$ cat src/rtl/alarm_ctrl_fsm.sv
// Alarm clock key-entry / mode controller: sequences keypad digits and
// decides whether a 4-digit entry loads the alarm register or the current time.
//
// state            | meaning
// SHOW_TIME        | idle, display shows current time
// KEY_STORED       | shift the pressed digit into the key register
// KEY_WAITED       | wait for the key to be released
// KEY_ENTRY        | between digits, waiting for a key or a button
// SHOW_ALARM       | display shows the alarm time while alarm_button held
// SET_ALARM_TIME   | one-cycle load of the alarm register
// SET_CURRENT_TIME | one-cycle load of the time counter and divider clear
module alarm_ctrl_fsm #(
  parameter int         TIMEOUT = 10,
  parameter logic [3:0] NOKEY   = 4'd10
) (
  input  logic       clock,
  input  logic       reset,
  input  logic       one_second,
  input  logic [3:0] key,
  input  logic       alarm_button,
  input  logic       time_button,
  output logic       shift,
  output logic       load_new_a,
  output logic       load_new_c,
  output logic       reset_count,
  output logic       show_new_time,
  output logic       show_a
);

  typedef enum logic [2:0] {
    SHOW_TIME        = 3'd0,
    KEY_STORED       = 3'd1,
    KEY_WAITED       = 3'd2,
    KEY_ENTRY        = 3'd3,
    SHOW_ALARM       = 3'd4,
    SET_ALARM_TIME   = 3'd5,
    SET_CURRENT_TIME = 3'd6
  } state_t;

  localparam logic [3:0] TO_LAST = 4'(TIMEOUT - 1);

  state_t     state_q, state_d;
  logic [2:0] digits_q, digits_d;
  logic [3:0] tcnt_q, tcnt_d;
  logic       key_idle, full, timeout, wait_q, wait_d;

  assign key_idle = (key == NOKEY);
  assign full     = (digits_q == 3'd4);
  // >= also covers a pulse swallowed by a key release on the last count
  assign timeout  = one_second && (tcnt_q >= TO_LAST);

  always_ff @(posedge clock or posedge reset) begin
    if (reset) begin
      state_q  <= SHOW_TIME;
      digits_q <= 3'd0;
      tcnt_q   <= 4'd0;
    end else begin
      state_q  <= state_d;
      digits_q <= digits_d;
      tcnt_q   <= tcnt_d;
    end
  end

  always_comb begin
    state_d = state_q;
    case (state_q)
      SHOW_TIME: begin
        if (alarm_button)   state_d = SHOW_ALARM;
        else if (!key_idle) state_d = KEY_STORED;
      end
      KEY_STORED: state_d = KEY_WAITED;
      KEY_WAITED: begin
        if (key_idle)     state_d = KEY_ENTRY;
        else if (timeout) state_d = SHOW_TIME;
      end
      KEY_ENTRY: begin
        if (alarm_button)     state_d = full ? SET_ALARM_TIME : SHOW_TIME;
        else if (time_button) state_d = full ? SET_CURRENT_TIME : SHOW_TIME;
        else if (!key_idle)   state_d = KEY_STORED;
        else if (timeout)     state_d = SHOW_TIME;
      end
      SHOW_ALARM: begin
        if (!alarm_button) state_d = SHOW_TIME;
      end
      default: state_d = SHOW_TIME;
    endcase
  end

  always_comb begin
    wait_q = (state_q == KEY_WAITED) || (state_q == KEY_ENTRY);
    wait_d = (state_d == KEY_WAITED) || (state_d == KEY_ENTRY);

    digits_d = digits_q;
    if (state_d == SHOW_TIME)
      digits_d = 3'd0;
    else if ((state_q == KEY_STORED) && !full)
      digits_d = digits_q + 3'd1;

    // counts only while staying in the wait states; any other path clears it
    tcnt_d = (wait_q && wait_d) ? tcnt_q + {3'd0, one_second} : 4'd0;
  end

  always_comb begin
    shift         = (state_q == KEY_STORED);
    load_new_a    = (state_q == SET_ALARM_TIME);
    load_new_c    = (state_q == SET_CURRENT_TIME);
    reset_count   = (state_q == SET_CURRENT_TIME);
    show_new_time = (state_q == KEY_STORED) || (state_q == KEY_WAITED) ||
                    (state_q == KEY_ENTRY);
    show_a        = (state_q == SHOW_ALARM);
  end

endmodule
$ cat config.mk
export PLATFORM = sky130hd
export DESIGN_NAME = alarm_ctrl_fsm
export DESIGN_NICKNAME = d
export VERILOG_FILES = /design/src/rtl/alarm_ctrl_fsm.sv
export SDC_FILE = /design/constraint.sdc
export NUM_CORES = 1
export LEC_CHECK = 0
export BUFFER_PORTS_ARGS = -buffer_cell sky130_fd_sc_hd__buf_2
export CORE_MARGIN = 2
export CORE_UTILIZATION = 35
export DETAILED_ROUTE_END_ITERATION = 16
export PLACE_DENSITY = 0.59
export SYNTH_ARGS = -nofsm -noshare
export SYNTH_HDL_FRONTEND = slang
export SYNTH_SLANG_ARGS = --single-unit
export TNS_END_PERCENT = 5
$ cat constraint.sdc
create_clock -name clock -period 4.38 [get_ports clock]
set_input_delay 0.876 -clock clock [delete_from_list [all_inputs] [get_ports clock]]
set_output_delay 0.876 -clock clock [all_outputs]
set_load 0.01 [all_outputs]
==> results of run 1 <==
-- flip-flops by register name, indices dropped and copies added, names as in the netlist --
register	cells
state_q	3
digits_q	3
tcnt_q	4
-- logic make-up (layout without fill, tap and decap cells) --
kind of cell | after synthesis | after routing
muxes | 2 | 2
and+or+nand+nor | 25 | 25
AOI/OAI and AO/OA | 18 | 18
xor gates and xnor gates | 4 | 4
buffers and inverters | 9 | 22
DFF | 10 | 10
adders and majority gates | 4 | 4
-- layout by cell type (no fill, tap or decap), types with 2 or more instances in the layout --
| cell type | count |
|---|---|
| a211oi_1 | 4 |
| a22o_1 | 2 |
| a31oi_1 | 3 |
| and3b_1 | 3 |
| buf_2 | 14 |
| clkbuf_4 | 3 |
| dfrtp_1 | 10 |
| ha_1 | 4 |
| inv_1 | 5 |
| mux2i_1 | 2 |
| nand2_1 | 5 |
| nand2b_1 | 2 |
| nand3_1 | 2 |
| nor2_1 | 4 |
| nor3b_1 | 4 |
| o21bai_1 | 2 |
| xnor2_1 | 3 |
-- power breakdown --
part	switching, µW	total (µW)	internal [µW]
registers	44.3	157	113
clock network	26.9	58.4	31.5
logic	100	185	84.4
-- cell usage after synthesis --
library cell / count
a222oi_1: 1
a21boi_0: 1
nand4b_1: 1
nand2b_1: 2
or2_2: 1
buf_2: 2
buf_4: 2
o32ai_1: 1
a22o_1: 2
nand3b_1: 1
o21bai_1: 2
o22ai_1: 1
xnor2_1: 3
a31oi_1: 3
a311o_1: 1
and3b_1: 3
dfrtp_1: 10
o311ai_0: 1
a211oi_1: 4
nor3b_1: 4
nand3_1: 2
xor2_1: 1
nand2_1: 5
inv_1: 5
o211ai_1: 1
nor2_1: 4
or4_1: 1
mux2i_1: 2
ha_1: 4
nand4bb_1: 1
-- layout make-up --
type                       count  area [µm²]  share of cell area (%)
multi-input combinational     53         399                    50.2
sequential                    10         250                    31.5
timing repair buffer          14        70.1                    8.82
tap                           27        33.8                    4.25
clock buffer                   3        22.5                    2.83
inverter                       5        18.8                    2.36
-- per-stage QoR --
stage	utilization [%]	setup WS, ns	cell area, µm²
floorplan	-	2.28	693
detailed placement	40.2	1.99	772
global placement	40.2	2.06	772
global route	41.3	2.00	795
CTS	41.3	2.13	795
finish	41.3	2.15	795
-- worst paths after layout --
kind	from	endpoint	slack [ns]	depth (start not counted)
worst max-delay path	state_q[0]	shift	2.15	2
worst min-delay path	reset	tcnt_q[1]	0.58	2
worst max register to register	state_q[1]	digits_q[2]	2.44	4
worst min register to register	tcnt_q[2]	tcnt_q[2]	0.59	2
max in group asynchronous	reset	digits_q[1]	3.53	2
min in group clock	tcnt_q[2]	tcnt_q[2]	0.59	2
-- per-layer routing --
metal	up-vias	track usage, %
met5	-	0
met4	0	4.29
met3	2	4.63
met2	10	22.0
met1	266	15.6
li1	299	-
-- worst max-delay path: cells and delay by family, from the launching register on --
family | cells | cell delay, ns
AND/OR/NAND/NOR | 1 | 0.33
flip-flops | 1 | 0.57
buffers and inverters | 1 | 0.19
==> results.py, run 1 <==
metrics = {
    "synth": {
        "yosys.area_share.simple_pct": 22.2,
        "yosysSeqAreaShare_pct": 36.1,
        "syn_area_um2": 693,
        "syn_nets": 85,
        "ys_top_cells_by_area": "dfrtp_1 36%, ha_1 7.2%, a211oi_1 4.3%",
        "yosysUniqueCellTypes": 30,
        "yosys_warnings": 0,
        "synthAdderAreaFrac_pct": 7.22,
        "synth_area_leader_cell": "dfrtp_1",
        "synthXorXnorAreaFrac_pct": 5.05,
        "synth_mux_area_share_pct": 2.89,
        "syn_avg_cell_area_um2": 9.63,
        "synth_top_family_by_area": "simple AND/OR/NAND/NOR gates",
        "synth_compound_area_share_pct": 20.2,
        "synth.top_cell.area_share_pct": 36.1,
        "ys_seq_elements": 10,
        "postSynthCellCount": 72,
    },
    "timing": {
        "tightest_slew_ns": 0.589,
        "post-route-period-util_pct": 50.9,
        "setup_violations": 0,
        "slew_headroom_pct": 60.7,
        "hold_ws_ns": 0.582,
        "fin_skew_ns": 0.00382,
        "fin_crit_ns": 2.23,
        "rsz0062_at_grt": "false",
        "hold_viol": 0,
        "max_freq_mhz": 448,
        "finalMaxSlewViolations": 0,
        "fin_setup_tns_ns": 0,
    },
    "final_layout": {
        "stdcell_count": 112,
        "final_layout_size_suffix_gt1_share_pct": 21.2,
        "fill_cells": 216,
        "area_growth_pct": 14.6,
        "insertedDiodeCount": 0,
        "fin_nets": 100,
    },
    "setup_path": {
        "slowest_stage": "dfrtp_1",
        "start_kind": "register",
        "criticalPathCategory": "register to output pin",
        "cp.arrival_ns": 1.35,
        "path_cells": "nor3b_1 -> buf_2",
        "crit_path_end_kind": "output pin",
        "worstPathRequired_ns": 3.50,
        "critPathMaxStageDelay_ns": 0.57,
        "path_max_fanout": 14,
    },
    "drt": {
        "viasPerCell": 5.15,
        "routed.top_layer": "met4",
        "post_drt_wl_per_cell_um": 12.1,
        "route.met3.wl_um": 51,
        "met1_length_um": 676,
        "first_pass_iters": 4,
        "route.detailed.drc": 0,
        "num_vias": 577,
        "finalWirelength_um": 1360,
        "initialDrtViolationCount": 5,
        "routed-wl-met2_um": 614,
        "ant_nets": 0,
    },
    "cts": {
        "cts_tree": "built",
        "post_cts_buffers": 0,
        "cts_root_buffer": "clkbuf_4",
        "clk_pin_slew_ns": 0.06,
        "cts.repair.resized": 0,
        "clkLatencyLatePin_ns": 0.25,
        "cts_buffer_depth": 2,
        "ctsHoldBuffers": 0,
        "h-tree-depth": 1,
        "cts_made_buffers": 3,
        "numClockSinks": 10,
    },
    "placement": {
        "io_buffers": 14,
        "place_congestion": 0.753,
        "hpwl_um": 1060,
        "dpl.cell_count": 109,
    },
    "pwr": {
        "irDropWorstVdd_mv": 0.245,
        "power.total_uw": 400,
        "p_leak_uw": 0.000373,
        "powerDensity_nw_per_um2": 504,
    },
    "global_routing": {
        "grt_max_degree": 15,
        "grt_usage_pct": 13.1,
        "grt-ovfl-total": 0,
        "antenna_found_initial": 0,
        "grt_pass1_wl_um": 2420,
        "grt_pass1_vias": 559,
    },
    "run_status": {
        "status": "finished clean",
    },
    "floorplanning": {
        "initial_utilization_pct": 36.1,
        "fp-row-count": 16,
        "die-area_um2": 2350,
        "die_w_um": 48.5,
        "io-pin-count": 15,
        "coreArea_um2": 1920,
        "fp.dieH_um": 48.5,
    },
    "job": {
        "drv_cap": 0,
    },
    "min_path": {
        "hold_class": "primary input to async pin",
    },
}
No activity file was read; power rests on OpenSTA's default activity.
==> run 2, diff against run 1 <==
--- a/config.mk
+++ b/config.mk
@@ -9,7 +9,7 @@
 export CORE_MARGIN = 2
 export CORE_UTILIZATION = 35
 export DETAILED_ROUTE_END_ITERATION = 16
-export PLACE_DENSITY = 0.59
+export PLACE_DENSITY = 0.61
 export SYNTH_ARGS = -nofsm -noshare
 export SYNTH_HDL_FRONTEND = slang
 export SYNTH_SLANG_ARGS = --single-unit
==> constraint.sdc (replaced) <==
create_clock -name clock -period 1.8 [get_ports clock]
set_input_delay 0.36 -clock clock [delete_from_list [all_inputs] [get_ports clock]]
set_output_delay 0.36 -clock clock [all_outputs]
set_load 0.01 [all_outputs]
==> run 2 against run 1 <==
  * Register-to-register slack worse by 2.3 ns
  * Count of clock-buffer cells in the layout is 1 higher
  * Flip-flop and latch count stayed put
  * Clock skew hardly changed
  * Cell count is 6.3% higher
  * Die area stayed put
  * Combinational power grew to 3.3 times the previous value
  * Wire length is 2.9% higher
  * Hold slack worse by 0.53 ns
  * First-iteration DRC count grew to 4.2 times the previous value
  * Sequential share of layout area is 2.6 points lower
  * Cell area is 8.8% higher
  * Critical path type is now register to register
  * Largest cell class unchanged
  * Largest power group unchanged
  * Highest routed layer is now met3
==> results.py, run 2 (synthesized netlist as in run 1, its figures left out) <==
metrics = {
    "drt": {
        "num_vias": 613,
        "post_drt_wl_per_cell_um": 11.7,
        "finalWirelength_um": 1400,
        "initialDrtViolationCount": 21,
        "route.detailed.drc": 0,
        "first_pass_iters": 4,
        "ant_nets": 0,
        "viasPerCell": 5.15,
    },
    "final_layout": {
        "final_util_pct": 45.0,
        "largest_reg_flops": 4,
        "finalInstanceArea_um2": 865,
        "area_growth_pct": 24.7,
        "layout_common_cells": "14 x buf_2, 10 x dfrtp_1, 6 x buf_4, 5 x inv_1",
        "mostFrequentLayoutCell": "buf_2",
        "regMostFlops": "tcnt_q",
        "final_layout_size_suffix_gt1_share_pct": 30.4,
        "largestRegisters": "tcnt_q: 4 flops, digits_q: 3 flops, state_q: 3 flops",
        "insertedDiodeCount": 0,
        "stdcell_count": 119,
        "fin_nets": 106,
    },
    "global_routing": {
        "grt_max_degree": 13,
        "antenna_found_initial": 0,
        "grt_pass1_wl_um": 2490,
        "grt_pass1_vias": 556,
        "grt_usage_pct": 13.3,
        "grt-ovfl-total": 0,
    },
    "cts": {
        "cts_made_buffers": 3,
        "cts_tree": "built",
        "clkLatencyLatePin_ns": 0.26,
        "ctsHoldBuffers": 0,
        "h-tree-depth": 1,
        "clk_pin_slew_ns": 0.06,
        "post_cts_buffers": 0,
        "numClockSinks": 10,
        "cts_buffer_depth": 2,
        "cts.repair.resized": 0,
        "cts_root_buffer": "clkbuf_4",
    },
    "timing": {
        "tightest_slew_ns": 0.420,
        "post-route-period-util_pct": 94.3,
        "slew_headroom_pct": 71.6,
        "max_freq_mhz": 589,
        "fin_skew_ns": 0.00347,
        "rsz0062_at_grt": "false",
        "hold_viol": 0,
        "fin_crit_ns": 1.70,
        "setup_violations": 0,
        "finalMaxSlewViolations": 0,
    },
    "placement": {
        "dpl.cell_count": 115,
        "place_congestion": 0.739,
        "hpwl_um": 1110,
        "io_buffers": 14,
        "placed_area_um2": 817,
    },
    "setup_path": {
        "start_kind": "register",
        "path_cells": "buf_4 -> or4_1 -> o211ai_1 -> a222oi_1 -> buf_4 -> a31oi_1",
        "cp.arrival_ns": 1.88,
        "crit_family": "compound AO/OA/AOI/OAI gates",
        "path_max_fanout": 6,
        "worstPathRequired_ns": 1.98,
        "crit_cells": 6,
        "reg2reg_depth": 6,
        "crit_path_end_kind": "register",
        "cp_common_cell": "buf_4",
        "criticalPathCategory": "register to register",
        "slowest_stage": "or4_1",
        "cp_num_buf_inv": 2,
        "critPathMaxStageDelay_ns": 0.46,
    },
    "floorplanning": {
        "fp-row-count": 16,
        "initial_utilization_pct": 36.1,
        "io-pin-count": 15,
        "die-area_um2": 2350,
        "die_w_um": 48.5,
        "fp.dieH_um": 48.5,
        "coreArea_um2": 1920,
    },
    "min_path": {
        "hold_class": "primary input to async pin",
    },
    "pwr": {
        "irDropWorstVdd_mv": 0.564,
        "powerDensity_nw_per_um2": 1300,
        "p_leak_uw": 0.000414,
    },
    "job": {
        "drv_cap": 0,
    },
    "run_status": {
        "status": "finished clean",
    },
}
[run 2: metrics by stage]
stage               hold slack, ns  power (µW)  setup WS (ns)  TNS, ns
floorplan                    0.200         731          0.212        0
global placement             0.350         900        -0.0188  -0.0388
detailed placement           0.350         918        -0.0560   -0.152
CTS                         0.0657        1120         0.0322        0
global route                0.0801        1230         0.0134        0
finish                      0.0559        1120          0.102        0
[run 2: final timing paths]
path                              from     endpoint  slack (ns)
setup reg to reg            state_q[0]  digits_q[1]        0.10
max in group asynchronous        reset    tcnt_q[2]        1.48
min in group clock         time_button   state_q[2]        0.41
hold reg to reg              tcnt_q[2]    tcnt_q[2]        0.61
hold / removal                   reset  digits_q[0]        0.06
setup / recovery            state_q[0]  digits_q[1]        0.10
[run 2: per-layer routing]
| layer | wire (µm) | GRT usage (%) |
|---|---|---|
| met1 | 657 | 18.0 |
| met2 | 653 | 21.1 |
| met3 | 85 | 4.94 |
| met4 | 0 | 1.43 |
| met5 | 0 | 0 |
[run 2: where the power goes]
group	internal, µW	switching [µW]	total, µW
Combinational	278	341	619
Clock	123	72.8	195
Sequential	276	33.8	309
[run 2: layout make-up]
class / count / area [µm²]
Fill cell: 209 / 1060
Multi-Input combinational cell: 53 / 410
Sequential cell: 10 / 250
Timing Repair Buffer: 20 / 115
Clock buffer: 4 / 36.3
Tap cell: 27 / 33.8
Inverter: 5 / 18.8
